**src/rtl/banana_fire_scheduler.sv**
```systemverilog
// Alien banana launch scheduler: picks a live column and a free mover slot each eligible frame.
// Optional build macro BANANA_LFSR_COL_EN: start the column scan from an LFSR instead of round-robin.
module banana_fire_scheduler #(
    parameter int          NUM_SLOTS       = 4,
    parameter int          NUM_COLS        = 8,
    parameter int          COOLDOWN_FRAMES = 30,
    parameter int          MIN_COOLDOWN    = 8,
    parameter int          ACK_TIMEOUT     = 4,
    parameter int          COL_PITCH       = 64,
    parameter int          X_OFFSET        = 24,
    parameter int          Y_OFFSET        = 16,
    parameter logic [15:0] LFSR_SEED       = 16'hACE1
) (
    input  logic                   clk,
    input  logic                   reset,
    input  logic                   startOfFrame,
    input  logic                   enable,
    input  logic [3:0]             level,
    input  logic [NUM_COLS-1:0]    col_alive,
    input  logic [NUM_COLS*11-1:0] col_bottom_y,
    input  logic [NUM_SLOTS-1:0]   slot_active,
    output logic [NUM_SLOTS-1:0]   appear,
    output logic [10:0]            fire_x,
    output logic [10:0]            fire_y,
    output logic                   busy
);

    localparam int COL_W  = (NUM_COLS > 1) ? $clog2(NUM_COLS) : 1;
    localparam int SLOT_W = (NUM_SLOTS > 1) ? $clog2(NUM_SLOTS) : 1;
    localparam int TMO_W  = (ACK_TIMEOUT > 1) ? $clog2(ACK_TIMEOUT) : 1;

    localparam logic [7:0]       CD_BASE  = 8'(COOLDOWN_FRAMES);
    localparam logic [7:0]       CD_MIN   = 8'(MIN_COOLDOWN);
    localparam logic [TMO_W-1:0] TMO_LAST = TMO_W'(ACK_TIMEOUT - 1);

    typedef enum logic [2:0] {
        S_IDLE,
        S_COOLDOWN,
        S_SELECT_COL,
        S_SELECT_SLOT,
        S_WAIT_ACK
    } state_t;

    state_t              state, state_d;
    logic [7:0]          cnt, cnt_d;
    logic [COL_W-1:0]    sel_col, sel_col_d, start_col, col_pick, col_inc;
    logic [SLOT_W-1:0]   sel_slot, sel_slot_d, rr_slot, rr_slot_d, slot_pick, slot_inc;
    logic [TMO_W-1:0]    tmo, tmo_d;
    logic [NUM_SLOTS-1:0] appear_d, free_slots;
    logic [10:0]         fire_x_d, fire_y_d;
    logic                col_found, slot_found, launch_ack;
    logic [7:0]          level_x2, cd_raw, cd;
    logic [10:0]         bottom_y [NUM_COLS];

    function automatic int wrap_idx(input int base, input int ofs, input int n);
        int sum;
        sum = base + ofs;
        return (sum >= n) ? sum - n : sum;
    endfunction

    for (genvar g = 0; g < NUM_COLS; g++) begin : g_unpack_y
        assign bottom_y[g] = col_bottom_y[11*g +: 11];
    end

    // Saturating subtract keeps high levels from wrapping to a huge cooldown.
    assign level_x2 = {3'b000, level, 1'b0};
    assign cd_raw   = (CD_BASE > level_x2) ? CD_BASE - level_x2 : 8'd0;
    assign cd       = (cd_raw < CD_MIN) ? CD_MIN : cd_raw;

    assign free_slots = ~slot_active;
    assign launch_ack = enable && (state == S_WAIT_ACK) && slot_active[sel_slot];
    assign col_inc    = (sel_col == COL_W'(NUM_COLS - 1)) ? '0 : sel_col + COL_W'(1);
    assign slot_inc   = (sel_slot == SLOT_W'(NUM_SLOTS - 1)) ? '0 : sel_slot + SLOT_W'(1);
    assign busy       = (state == S_SELECT_COL) || (state == S_SELECT_SLOT) || (state == S_WAIT_ACK);

`ifdef BANANA_LFSR_COL_EN
    logic [15:0] lfsr;

    always_ff @(posedge clk) begin
        if (reset) lfsr <= LFSR_SEED;
        else       lfsr <= {lfsr[14:0], lfsr[15] ^ lfsr[13] ^ lfsr[12] ^ lfsr[10]};
    end

    assign start_col = COL_W'(32'(lfsr[3:0]) % NUM_COLS);
`else
    logic [COL_W-1:0] rr_col;

    always_ff @(posedge clk) begin
        if (reset || !enable) rr_col <= '0;
        else if (launch_ack)  rr_col <= col_inc;
    end

    assign start_col = rr_col;
`endif

    always_comb begin
        col_found = 1'b0;
        col_pick  = '0;
        for (int i = 0; i < NUM_COLS; i++) begin
            if (!col_found && col_alive[COL_W'(wrap_idx(int'(start_col), i, NUM_COLS))]) begin
                col_found = 1'b1;
                col_pick  = COL_W'(wrap_idx(int'(start_col), i, NUM_COLS));
            end
        end
    end

    always_comb begin
        slot_found = 1'b0;
        slot_pick  = '0;
        for (int i = 0; i < NUM_SLOTS; i++) begin
            if (!slot_found && free_slots[SLOT_W'(wrap_idx(int'(rr_slot), i, NUM_SLOTS))]) begin
                slot_found = 1'b1;
                slot_pick  = SLOT_W'(wrap_idx(int'(rr_slot), i, NUM_SLOTS));
            end
        end
    end

    // NOTE: every output of this block gets a default first so no path infers a latch.
    always_comb begin
        state_d    = state;
        cnt_d      = cnt;
        sel_col_d  = sel_col;
        sel_slot_d = sel_slot;
        rr_slot_d  = rr_slot;
        tmo_d      = tmo;
        appear_d   = appear;
        fire_x_d   = fire_x;
        fire_y_d   = fire_y;

        if (!enable) begin
            state_d   = S_IDLE;
            cnt_d     = '0;
            rr_slot_d = '0;
            tmo_d     = '0;
            appear_d  = '0;
            fire_x_d  = '0;
            fire_y_d  = '0;
        end else begin
            case (state)
                S_IDLE: begin
                    cnt_d   = cd;
                    state_d = S_COOLDOWN;
                end
                S_COOLDOWN: begin
                    if (startOfFrame) begin
                        if (cnt == 8'd0) state_d = S_SELECT_COL;
                        else             cnt_d   = cnt - 8'd1;
                    end
                end
                S_SELECT_COL: begin
                    if (!col_found) begin
                        cnt_d   = cd;
                        state_d = S_COOLDOWN;
                    end else begin
                        sel_col_d = col_pick;
                        state_d   = S_SELECT_SLOT;
                    end
                end
                S_SELECT_SLOT: begin
                    if (!slot_found) begin
                        // All movers busy: retry on the very next frame.
                        cnt_d   = '0;
                        state_d = S_COOLDOWN;
                    end else begin
                        sel_slot_d = slot_pick;
                        fire_x_d   = 11'(int'(sel_col) * COL_PITCH + X_OFFSET);
                        fire_y_d   = bottom_y[sel_col] + 11'(Y_OFFSET);
                        appear_d   = NUM_SLOTS'(1) << slot_pick;
                        tmo_d      = '0;
                        state_d    = S_WAIT_ACK;
                    end
                end
                S_WAIT_ACK: begin
                    if (launch_ack) begin
                        appear_d  = '0;
                        rr_slot_d = slot_inc;
                        cnt_d     = cd;
                        state_d   = S_COOLDOWN;
                    end else if (startOfFrame) begin
                        if (tmo == TMO_LAST) begin
                            appear_d = '0;
                            cnt_d    = '0;
                            state_d  = S_COOLDOWN;
                        end else begin
                            tmo_d = tmo + TMO_W'(1);
                        end
                    end
                end
                default: state_d = S_IDLE;
            endcase
        end
    end

    // NOTE: registered state uses non-blocking assignments so all flops update from pre-edge values.
    always_ff @(posedge clk) begin
        if (reset) begin
            state    <= S_IDLE;
            cnt      <= '0;
            sel_col  <= '0;
            sel_slot <= '0;
            rr_slot  <= '0;
            tmo      <= '0;
            appear   <= '0;
            fire_x   <= '0;
            fire_y   <= '0;
        end else begin
            state    <= state_d;
            cnt      <= cnt_d;
            sel_col  <= sel_col_d;
            sel_slot <= sel_slot_d;
            rr_slot  <= rr_slot_d;
            tmo      <= tmo_d;
            appear   <= appear_d;
            fire_x   <= fire_x_d;
            fire_y   <= fire_y_d;
        end
    end

endmodule
```
**config.mk**
```make
export PLATFORM = sky130hd
export DESIGN_NAME = banana_fire_scheduler
export DESIGN_NICKNAME = d
export VERILOG_FILES = /design/src/rtl/banana_fire_scheduler.sv
export SDC_FILE = /design/constraint.sdc
export NUM_CORES = 1
export LEC_CHECK = 0
export BUFFER_PORTS_ARGS = -buffer_cell sky130_fd_sc_hd__buf_2
export CORE_ASPECT_RATIO = 1.1
export CORE_MARGIN = 4
export CORE_UTILIZATION = 45
export CTS_CLUSTER_DIAMETER = 80
export DETAILED_ROUTE_END_ITERATION = 6
export HOLD_SLACK_MARGIN = 0.02
export PLACE_DENSITY = 0.73
export RECOVER_POWER = 25
export SKIP_LAST_GASP = 1
export SYNTH_ARGS = -nofsm -noshare
export SYNTH_HDL_FRONTEND = slang
export SYNTH_SLANG_ARGS = --single-unit
```
**constraint.sdc**
```tcl
create_clock -name clk -period 6.27 [get_ports clk]
set_clock_uncertainty 0.2 [all_clocks]
set_input_delay 0 -clock clk [delete_from_list [all_inputs] [get_ports clk]]
set_output_delay 0 -clock clk [all_outputs]
set_load 0.02 [all_outputs]
```
# Word level (Yosys, flattened, before mapping)
# Index checks and enable logic that the tools add are counted.
[word_totals]
register_bits = 49
inputBits = 108
output_inout_bits = 27
elab_cells = 235
[op_classes]
n_addsub = 29
order_cmp = 28
n_eq_ne = 18
shifts = 1
mux = 107
n_bitwise = 3
reduce_logical = 39
[op_table]
columns = ["op", "n"]
rows = [
  ["$mux 8", 9],
  ["$mux 3", 23],
  ["$lt 3x5->1 const B", 8],
  ["$pmux 8 s5", 1],
  ["$mux 1", 37],
  ["$bmux 11 s3", 1],
  ["$ge 4x4->1 const B", 8],
  ["$mux 2", 14],
  ["$bmux 1 s3", 8],
  ["$sub 3x1->3 const B", 8],
  ["$mux 11", 2],
  ["$ne 2x2->1 const B", 9],
  ["$add 3x3->4 const B", 4],
  ["$lt 2x4->1 const B", 4],
  ["$mux 4", 4],
  ["$pmux 3 s5", 1],
  ["$logic_and 1x1->1", 12],
  ["$add 11x5->11 const B", 1],
  ["$logic_not 1->1", 11],
  ["$add 9x5->10 const B", 1],
  ["$bmux 1 s2", 5],
  ["$ge 3x3->1 const B", 3],
  ["$add 3x2->4 const B", 2],
  ["$logic_not 8->1", 1],
  ["35 further kinds", 48],
]

# Depth between registers and ports, before layout
# Gate-level depths: netlist (run 1).
[depth]
depth_word = 29
depth_mapped = 13
depth_no_buf = 9

# Least setup slack after synthesis (run 1)
# OpenSTA, ideal clock, no wires.
[synth_timing]
kind = "reg-to-reg"
startpoint = "reg rr_col[1]"
endpoint = "reg sel_col[2]"
setup_ns = 0.091
t_arrival_ns = 3.061
t_required_ns = 5.979
setup_slack_ns = 2.918
stages_incl_launch_ff = 12
n_path_buf = 3
synth_period_minus_slack_ns = 3.352
path_cell_list = "dfxtp_1 > buf_2 > clkbuf_1 > inv_1 > ha_1 > buf_6 > mux4_2 > a21oi_1 > a32o_2 > nand3_4 > or4b_1 > a311oi_1"
[synth_between]
elab_chain_cells = 28
word_cells_on_any_way = 86
cone_classes = "add/sub: 15; order compare: 8; mux: 48; reduce/logical: 15"
[synth_rtl]
columns = ["item", "line", "source"]
rows = [
  ["start: declaration", "86", "logic [COL_W-1:0] rr_col;"],
  ["start signal: assignment", "90", "else if (launch_ack) rr_col <= col_inc;"],
  ["branches (longest 28 deep; another with $add 3x1->4)", "n/a", ""],
  ["end signal: assignment", "209", "sel_col <= sel_col_d;"],
  ["end: declaration", "46", "logic [COL_W-1:0] sel_col, sel_col_d, start_col, col_pick, col_inc;"],
]
# Several ways; the timed one is not identified. The select of a mux whose other input is x is not followed.
# A chain may end at the register's enable or synchronous reset.

# Worst setup path in the final report (run 1)
# Ends and elaborated chain as after synthesis.

==> results.md, run 1 <==
| Stage | Result | Value |
| --- | --- | --- |
| status | Result of the run | finished clean |
| worst setup path | Cell type group with the largest total delay on the critical path | adder cells |
| worst setup path | Kind of critical path | flip-flop to flip-flop |
| pwr | Pwr Density | 142 nW/µm² |
| timing | Period minus WS final | 4.07 ns |
| worst setup path | Max stage delay cell, worst path | ha_1 |
| die | Core Area | 8040 µm² |
| clock tree | Post-CTS clock slew at the launch and capture registers of the worst setup and hold paths | 0.08 ns |
| cells and area | Ant. Diodes | 0 |
| grt | Overall global routing resource usage | 22.3% |
| worst setup path | Req. time, crit path | 6.29 ns |
| route | Average via count per standard cell | 5.89 |
| place | Weighted congestion at the end of routability-driven global placement | 0.897 |
| synthesis | Count of flip-flops with a built-in enable after synthesis | 0 |
| die | IO Count | 135 |
| worst hold path | Worst hold-check path type | input port to flip-flop |
| synthesis | Cell taking the most area after synthesis | dfxtp_1 |
| synthesis | Proportion of synthesized flip-flops having asynchronous set or reset | 0% |
| timing | Final Slew Violations | 0 |
| grt | Total congestion overflow | 0 |
| worst setup path | Worst Path Arrival | 4.08 ns |
| timing | Worst slew margin relative to its limit | 24.1% |
| clock tree | Clock latency at the later pin of the worst-skew pair | 0.31 ns |
| place | Detailed Place HPWL | 8610 µm |
| timing | Final worst-path cycle share | 64.9% |
| route | Per-cell routed wire length | 17.3 µm |
| route | Total number of vias | 3823 |
| clock tree | Count of cells resized by post-cts repair | 0 |
| place | Post-Place Worst Slack | 2.24 ns |
| cells and area | Multi-input combinational cell area | 2730 µm² |
| synthesis | Synth Cell Area | 3790 µm² |
| synthesis | Average cell area after synthesis | 8.86 µm² |
| grt | Maximum number of pins on one net before global-route repair | 27 |
| synthesis | Post-synthesis register bit count | 42 |
| die | Die X-Extent | 95.5 µm |
| grt | Wire length of the first global-routing pass | 18100 µm |
| clock tree | Clock tree from TritonCTS | yes |
| die | Initial Util | 47.2% |
| cells and area | Post-layout utilization of the core | 56.9% |
| grt | Number of global-route vias before repair | 3754 |
| route | Final ANT Viol Nets | 0 |
| cells and area | Layout overhead on the synthesized area | 20.8% |
| cells and area | Register area | 842 µm² |
| die | Vert. Die Dim | 104 µm |
| worst setup path | Cell-by-cell trace of the critical path | inv_1 > ha_1 > mux4_2 > a21oi_1 > a32o_2 > nand3_4 > or4b_1 > a311oi_1 |
| worst setup path | Delay of the slowest cell on the worst path | 0.80 ns |
| pwr | Lkg Pwr | 1.77 nW |
| die | Count of standard-cell rows | 34 |
| grt | Antenna violations before repair | 0 |
| cells and area | Total number of nets in the final design | 657 |
| timing | Final setup fails | 0 |
| worst setup path | Sort of element at the start of the critical path | flip-flop |
| clock tree | CTS buffer count | 5 |
| route | Wire length after detailed routing | 11200 µm |
| route | First-pass iteration count of the detailed router | 6 |
| timing | Upper clock frequency limit | 246 MHz |
| timing | Setup repair after global routing missed its margin | no |
| worst setup path | CP Max Fanout | 18 |
| worst setup path | Worst path buffer plus inverter count | 1 |
| synthesis | Most frequently used flop master after synthesis | dfxtp_1 |
| synthesis | Share of the synthesized area in the top cell type | 22.2% |
| timing | Final number of hold-violating endpoints | 0 |
| synthesis | Largest cells by area after synthesis | dfxtp_1, mux4_2, mux2i_1 |
| timing | Crit path setup slack, layout | 2.20 ns |
| clock tree | Maximum number of buffers from clock root to sink | 2 |
| cells and area | Filler instances | 719 |
| timing | Final-layout setup total negative slack | 0 ns |
| cells and area | Layout cell share with drive strength beyond 1 | 32.7% |
| synthesis | Gate count after technology mapping | 428 |
| flow run | Number of max-capacitance violations reported | 0 |
| synthesis | Sequential share of the synthesized area | 22.2% |
| clock tree | Total clock sinks | 42 |
| place | Number of input and output port buffers inserted | 128 |
| timing | Worst slack on hold paths | 0.0253 ns |
| route | Drt initial violations | 190 |
| route | Number of design rule violations left after detail routing | 0 |
| pwr | Maximum vdd drop | 0.0000874 V |
| worst setup path | Kind of end point of the critical path | flip-flop |
| timing | Tightest Pin Transition | 1.14 ns |
| die | Die Footprint | 9960 µm² |
| synthesis | YS warnings | 0 |
| clock tree | Root Buffer | clkbuf_8 |
| synthesis | Yosys cell types | 60 |
| clock tree | H-Tree Level Count | 2 |
path summary, 6_finish.rpt:
kind | slack, ns | to | depth (start not counted) | start
min | 0.03 | appear[1]$_SDFFE_PP0P_ | 5 | slot_active[3]
max reg2reg | 2.20 | sel_col[2]$_SDFFE_PP0P_ | 8 | rr_col[1]$_SDFFE_PP0P_
min reg2reg | 0.26 | fire_x[6]$_SDFFE_PP0P_ | 2 | fire_x[6]$_SDFFE_PP0P_
max | 2.20 | sel_col[2]$_SDFFE_PP0P_ | 8 | rr_col[1]$_SDFFE_PP0P_
kinds of logic after synthesis:
group,count (synthesis),synth area share [%]
AND/OR/NAND/NOR,140,17.3
AO/OA/AOI/OAI,112,19.7
multiplexers,65,29.2
buffers and inverters,51,6.24
flip-flops,42,22.2
adder cells (fa/ha/maj),9,2.97
XOR/XNOR,8,2.24
other,1,0.0989
through the flow:
step | instance area (µm²) | cells | total power, mW
after floorplan | 3810 | 433 | 0.376
after global placement | 4420 | 634 | 0.428
after detailed placement | 4420 | 634 | 0.432
after CTS | 4600 | 649 | 0.650
after global routing | 4580 | 649 | 0.678
final | 4580 | 649 | 0.648
layout make-up:
cell class	count	share of cell area [%]
multi-input combinational	340	59.7
sequential	42	18.4
timing repair buffer	137	15.4
tap	108	2.95
clock buffer	5	1.50
inverter	14	1.15
clock inverter	3	0.875
cells in the final DEF (no fill, tap or decap), types with 3 or more instances in the layout:
master | synthesis | layout
o31ai_1 | 3 | 3
xor2_1 | 4 | 4
conb_1 | 1 | 6
o21ai_1 | 7 | 7
mux4_2 | 36 | 36
a311oi_1 | 6 | 6
o21ai_0 | 16 | 16
nor2_1 | 32 | 32
nor3_1 | 10 | 10
nor3b_1 | 3 | 3
mux2_2 | 6 | 6
a21boi_0 | 3 | 3
clkbuf_1 | 17 | 15
a21o_1 | 3 | 3
a211oi_1 | 4 | 4
and3_1 | 3 | 3
dfxtp_1 | 42 | 41
a31oi_1 | 4 | 4
nand2b_1 | 6 | 6
o21a_1 | 4 | 4
a22oi_1 | 4 | 4
clkbuf_8 | 0 | 5
ha_1 | 9 | 9
mux2i_1 | 23 | 23
a221oi_1 | 4 | 4
a21oi_1 | 33 | 33
buf_2 | 9 | 113
o221ai_1 | 3 | 3
and2_1 | 3 | 3
inv_1 | 13 | 13
o211ai_1 | 4 | 4
dlygate4sd3_1 | 0 | 7
nand2_1 | 56 | 56
nand3_1 | 13 | 13
sequential cells by signal, summed over array words and instances (netlist names):
signal	count
appear	4
cnt	8
fire_x	4
fire_y	11
rr_col	3
rr_slot	2
sel_col	3
sel_slot	2
state	3
tmo	2
power breakdown:
part	switching, mW	internal, mW
combinational	0.0759	0.0768
sequential	0.00790	0.270
clock	0.0997	0.117
total	0.184	0.464
synth_stat cells (2+ instances only):
library cell  instances
nand2_1              56
and3_1                3
nor2b_1               2
o21ai_1               7
xnor2_1               2
a21oi_1              33
o21ai_0              16
and2_1                3
inv_1                13
a21o_1                3
o31ai_1               3
o221ai_2              2
nor3b_1               3
dfxtp_1              42
a311oi_1              6
nor2_1               32
mux2i_1              23
buf_2                 9
a211oi_1              4
nand3_1              13
clkbuf_1             17
nand4_1               2
nand2b_1              6
nor3_1               10
xor2_2                2
xor2_1                4
a221oi_1              4
a21boi_0              3
buf_1                 3
ha_1                  9
mux2_2                6
o221ai_1              3
a32oi_1               2
mux4_2               36
a22oi_1               4
a31oi_1               4
o22ai_1               2
o21a_1                4
buf_4                 7
nor4_1                2
o211ai_1              4
metal layers:
layer | up-vias | track usage (%) | wire length, µm | share of wire, %
met4 | 0 | 5.79 | 150 | 1.3
met3 | 13 | 3.18 | 802 | 7.2
li1 | 1833 | - | - | -
met5 | - | 0 | 0 | 0
met1 | 1823 | 28.0 | 4530 | 40
met2 | 154 | 39.5 | 5720 | 51
worst register-to-register path, delay by kind of cell, from the launching register on:
| kind | cells | cell delay (ns) |
|---|---|---|
| AND/OR/NAND/NOR | 2 | 0.65 |
| AO/OA/AOI/OAI | 3 | 0.69 |
| flip-flops | 1 | 0.79 |
| multiplexers | 1 | 0.64 |
| buffers and inverters | 1 | 0.20 |
| adder cells (fa/ha/maj) | 1 | 0.80 |
what timing repair did:
action | in CTS | in global routing
endpoints found under the hold margin | 14 | 0
hold buffers | 7 | 0
setup buffers | 0 | 0
Note: power is estimated with default switching activity, not from simulation.
==> inputs of run 2 (changes only) <==
--- a/config.mk
+++ b/config.mk
@@ -12,7 +12,7 @@
 export CTS_CLUSTER_DIAMETER = 80
 export DETAILED_ROUTE_END_ITERATION = 6
 export HOLD_SLACK_MARGIN = 0.02
-export PLACE_DENSITY = 0.73
+export PLACE_DENSITY = 0.76
 export RECOVER_POWER = 25
 export SKIP_LAST_GASP = 1
 export SYNTH_ARGS = -nofsm -noshare
==> constraint.sdc (replaced) <==
create_clock -name clk -period 3.3 [get_ports clk]
set_clock_uncertainty 0.2 [all_clocks]
set_input_delay 0 -clock clk [delete_from_list [all_inputs] [get_ports clk]]
set_output_delay 0 -clock clk [all_outputs]
set_load 0.02 [all_outputs]
==> run 2 against run 1 <==
Against the previous run:
- die area stayed put
- final cell count is 1.7% higher
- routed wire length is 4.0% higher
- critical endpoint unchanged
- non-clock buffer count is 11 higher
- worst hold slack better by 0.015 ns
- register-to-register slack worse by 2.0 ns
- flip-flop and latch count stayed put
- total power is 81% higher
- first-iteration DRC count is 29% higher
- critical path depth stayed put
==> results.md, run 2 (same netlist as run 1, synthesis figures left out) <==
| Stage | Result | Value | Delta |
| --- | --- | --- | --- |
| status | Result of the run | finished clean | unchanged |
| timing | Final worst-path cycle share | 94.0% | was 64.9% |
| worst setup path | CP Max Fanout | 14 | was 18 |
| clock tree | Root Buffer | clkbuf_8 | unchanged |
| clock tree | Post-CTS clock slew at the launch and capture registers of the worst setup and hold paths | 0.09 ns | was 0.08 ns |
| cells and area | Register with the highest flop count | fire_y | unchanged |
| route | Number of design rule violations left after detail routing | 0 | unchanged |
| cells and area | Total number of nets in the final design | 668 | was 657 |
| cells and area | Layout overhead on the synthesized area | 22.6% | was 20.8% |
| place | Post-placement cell count | 645 | was 634 |
| worst setup path | Max stage delay cell, worst path | or4b_1 | was ha_1 |
| timing | Crit path setup slack, layout | 0.199 ns | was 2.20 ns |
| grt | Wire length of the first global-routing pass | 18900 µm | was 18100 µm |
| die | IO Count | 135 | unchanged |
| route | Uppermost layer routed | met4 | unchanged |
| clock tree | Post CTS Setup Buffer Count | 0 | unchanged |
| timing | Final Slew Violations | 0 | unchanged |
| worst setup path | Kind of end point of the critical path | flip-flop | unchanged |
| timing | Final setup fails | 0 | unchanged |
| route | Routed length on met3 | 758 µm | was 802 µm |
| cells and area | Finished layout cell area | 4650 µm² | was 4580 µm² |
| timing | Upper clock frequency limit | 323 MHz | was 246 MHz |
| die | Vert. Die Dim | 104 µm | unchanged |
| route | First-pass iteration count of the detailed router | 4 | was 6 |
| worst setup path | Req. time, crit path | 3.31 ns | was 6.29 ns |
| route | Per-cell routed wire length | 17.7 µm | was 17.3 µm |
| timing | Period minus WS final | 3.10 ns | was 4.07 ns |
| die | Count of standard-cell rows | 34 | unchanged |
| timing | Final-layout setup total negative slack | 0 ns | unchanged |
| timing | Tightest Pin Transition | 0.845 ns | was 1.14 ns |
| die | Die X-Extent | 95.5 µm | unchanged |
| cells and area | Filler-free cell count of the finished design | 660 | was 649 |
| clock tree | Maximum number of buffers from clock root to sink | 2 | unchanged |
| clock tree | H-Tree Level Count | 2 | unchanged |
| clock tree | CTS buffer count | 5 | unchanged |
| cells and area | Layout cell share with drive strength beyond 1 | 34.1% | was 32.7% |
| pwr | Pwr Density | 252 nW/µm² | was 142 nW/µm² |
| place | Detailed Place HPWL | 9170 µm | was 8610 µm |
| timing | Final number of hold-violating endpoints | 0 | unchanged |
| flow run | Number of max-capacitance violations reported | 0 | unchanged |
| route | Average via count per standard cell | 5.88 | was 5.89 |
| worst setup path | Sort of element at the start of the critical path | flip-flop | unchanged |
| worst setup path | Delay of the slowest cell on the worst path | 0.55 ns | was 0.80 ns |
| route | Drt initial violations | 245 | was 190 |
| cells and area | Leading registers by flop count | fire_y x11, cnt x8 | unchanged |
| grt | Number of global-route vias before repair | 4000 | was 3754 |
| route | Met2 wire length | 5970 µm | was 5720 µm |
| grt | Overall global routing resource usage | 23.3% | was 22.3% |
| place | Weighted congestion at the end of routability-driven global placement | 0.925 | was 0.897 |
| route | Total number of vias | 3884 | was 3823 |
| grt | Maximum number of pins on one net before global-route repair | 23 | was 27 |
| cells and area | Leading cell types in the layout, fill and taps excluded | buf_2, nand2_1, dfxtp_1 | unchanged |
| pwr | Overall power after layout | 1.17 mW | was 648 µW |
| cells and area | Max FFs per register | 11 | unchanged |
| worst setup path | Register-to-register path setup slack | 0.20 ns | was 2.20 ns |
| pwr | Lkg Pwr | 1.82 nW | was 1.77 nW |
| route | Wire length after detailed routing | 11700 µm | was 11200 µm |
| place | Post-Place Worst Slack | 0.200 ns | was 2.24 ns |
| place | Cell area reported after detailed placement | 4500 µm² | was 4420 µm² |
| timing | Worst slew margin relative to its limit | 43.7% | was 24.1% |
| worst setup path | Cell-by-cell trace of the critical path | buf_4 > ha_1 > mux4_2 > mux2i_1 > a32o_2 > nand3_4 > or4b_1 > a311oi_1 | was inv_1 > ha_1 > mux4_2 > a21oi_1 > a32o_2 > nand3_4 > or4b_1 > a311oi_1 |
| pwr | Maximum vdd drop | 0.000122 V | was 0.0000874 V |
| grt | Total congestion overflow | 0 | unchanged |
| worst setup path | Worst Path Arrival | 3.11 ns | was 4.08 ns |
| worst hold path | Worst hold-check path type | input port to flip-flop | unchanged |
| grt | Antenna violations before repair | 0 | unchanged |
| cells and area | Most frequent standard cell in the layout excluding fill and tap cells | buf_2 | unchanged |
| die | Die Footprint | 9960 µm² | unchanged |
| clock tree | Clock latency at the later pin of the worst-skew pair | 0.30 ns | was 0.31 ns |
| place | Number of input and output port buffers inserted | 128 | unchanged |
| die | Initial Util | 47.2% | unchanged |
| clock tree | Clock tree from TritonCTS | yes | unchanged |
| cells and area | Ant. Diodes | 0 | unchanged |
| clock tree | Total clock sinks | 42 | unchanged |
| die | Core Area | 8040 µm² | unchanged |
| timing | Setup repair after global routing missed its margin | no | unchanged |
| route | WL met1 | 4760 µm | was 4530 µm |
| route | Final ANT Viol Nets | 0 | unchanged |
| worst setup path | Kind of critical path | flip-flop to flip-flop | unchanged |
==> run 2: cell count changes in the layout (fill, tap and decap cells not counted) <==
cell / change
clkinvlp_4: +1
clkinv_4: +1
buf_6: +1
clkinv_2: -2
bufinv_16: -1
buf_4: +10
inv_6: +1
==> run 2: power by group <==
| part | switching (mW) | internal [mW] | total [mW] |
|---|---|---|---|
| Combinational | 0.149 | 0.147 | 0.296 |
| Clock | 0.197 | 0.153 | 0.350 |
| Sequential | 0.0125 | 0.513 | 0.526 |
| Total | 0.358 | 0.813 | 1.17 |
==> run 2: critical path, delay by kind of cell, from the launching register on <==
| kind | cells | cell delay, ns |
|---|---|---|
| AO/OA/AOI/OAI | 2 | 0.51 |
| multiplexers | 2 | 0.70 |
| AND/OR/NAND/NOR | 2 | 0.67 |
| flip-flops | 1 | 0.37 |
| buffers and inverters | 1 | 0.22 |
| adder cells (fa/ha/maj) | 1 | 0.34 |
==> run 2: worst paths after layout <==
| check | startpoint | to | depth (start not counted) |
|---|---|---|---|
| setup / recovery | rr_col[0]$_SDFFE_PP0P_ | sel_col[2]$_SDFFE_PP0P_ | 8 |
| hold / removal | level[3] | cnt[4]$_SDFFE_PP0P_ | 5 |
| setup reg to reg | rr_col[0]$_SDFFE_PP0P_ | sel_col[2]$_SDFFE_PP0P_ | 8 |
| hold reg to reg | fire_x[8]$_SDFFE_PP0P_ | fire_x[8]$_SDFFE_PP0P_ | 2 |
==> run 2: final cells by class <==
cell class | count | area (µm²)
clock buffers | 5 | 68.8
clock inverters | 3 | 25.0
fillers | 728 | 3390
inverters | 14 | 52.6
multi-input cells | 340 | 2730
flip-flops and latches | 42 | 842
well taps | 108 | 135
repair buffers | 148 | 793
==> run 2: per-layer routing <==
layer  up-vias  global-route usage [%]
met4         0                    7.42
met5         -                       0
met2       144                    40.4
met1      1861                    29.6
li1       1862                       -
met3        17                    3.04
==> run 2: repair_timing <==
action,4_1_cts,5_1_grt
hold buffers,7,0
setup endpoints to repair,0,1
gates resized for setup,0,1
endpoints found under the hold margin,13,0
==> run 2: per-stage QoR <==
stage	hold WS, ns	utilization (%)
floorplan	-0.131	-
global placement	0.0672	56.0
detailed placement	0.0620	56.0
CTS	0.0402	58.0
global route	0.0639	57.8
finish	0.0404	57.8
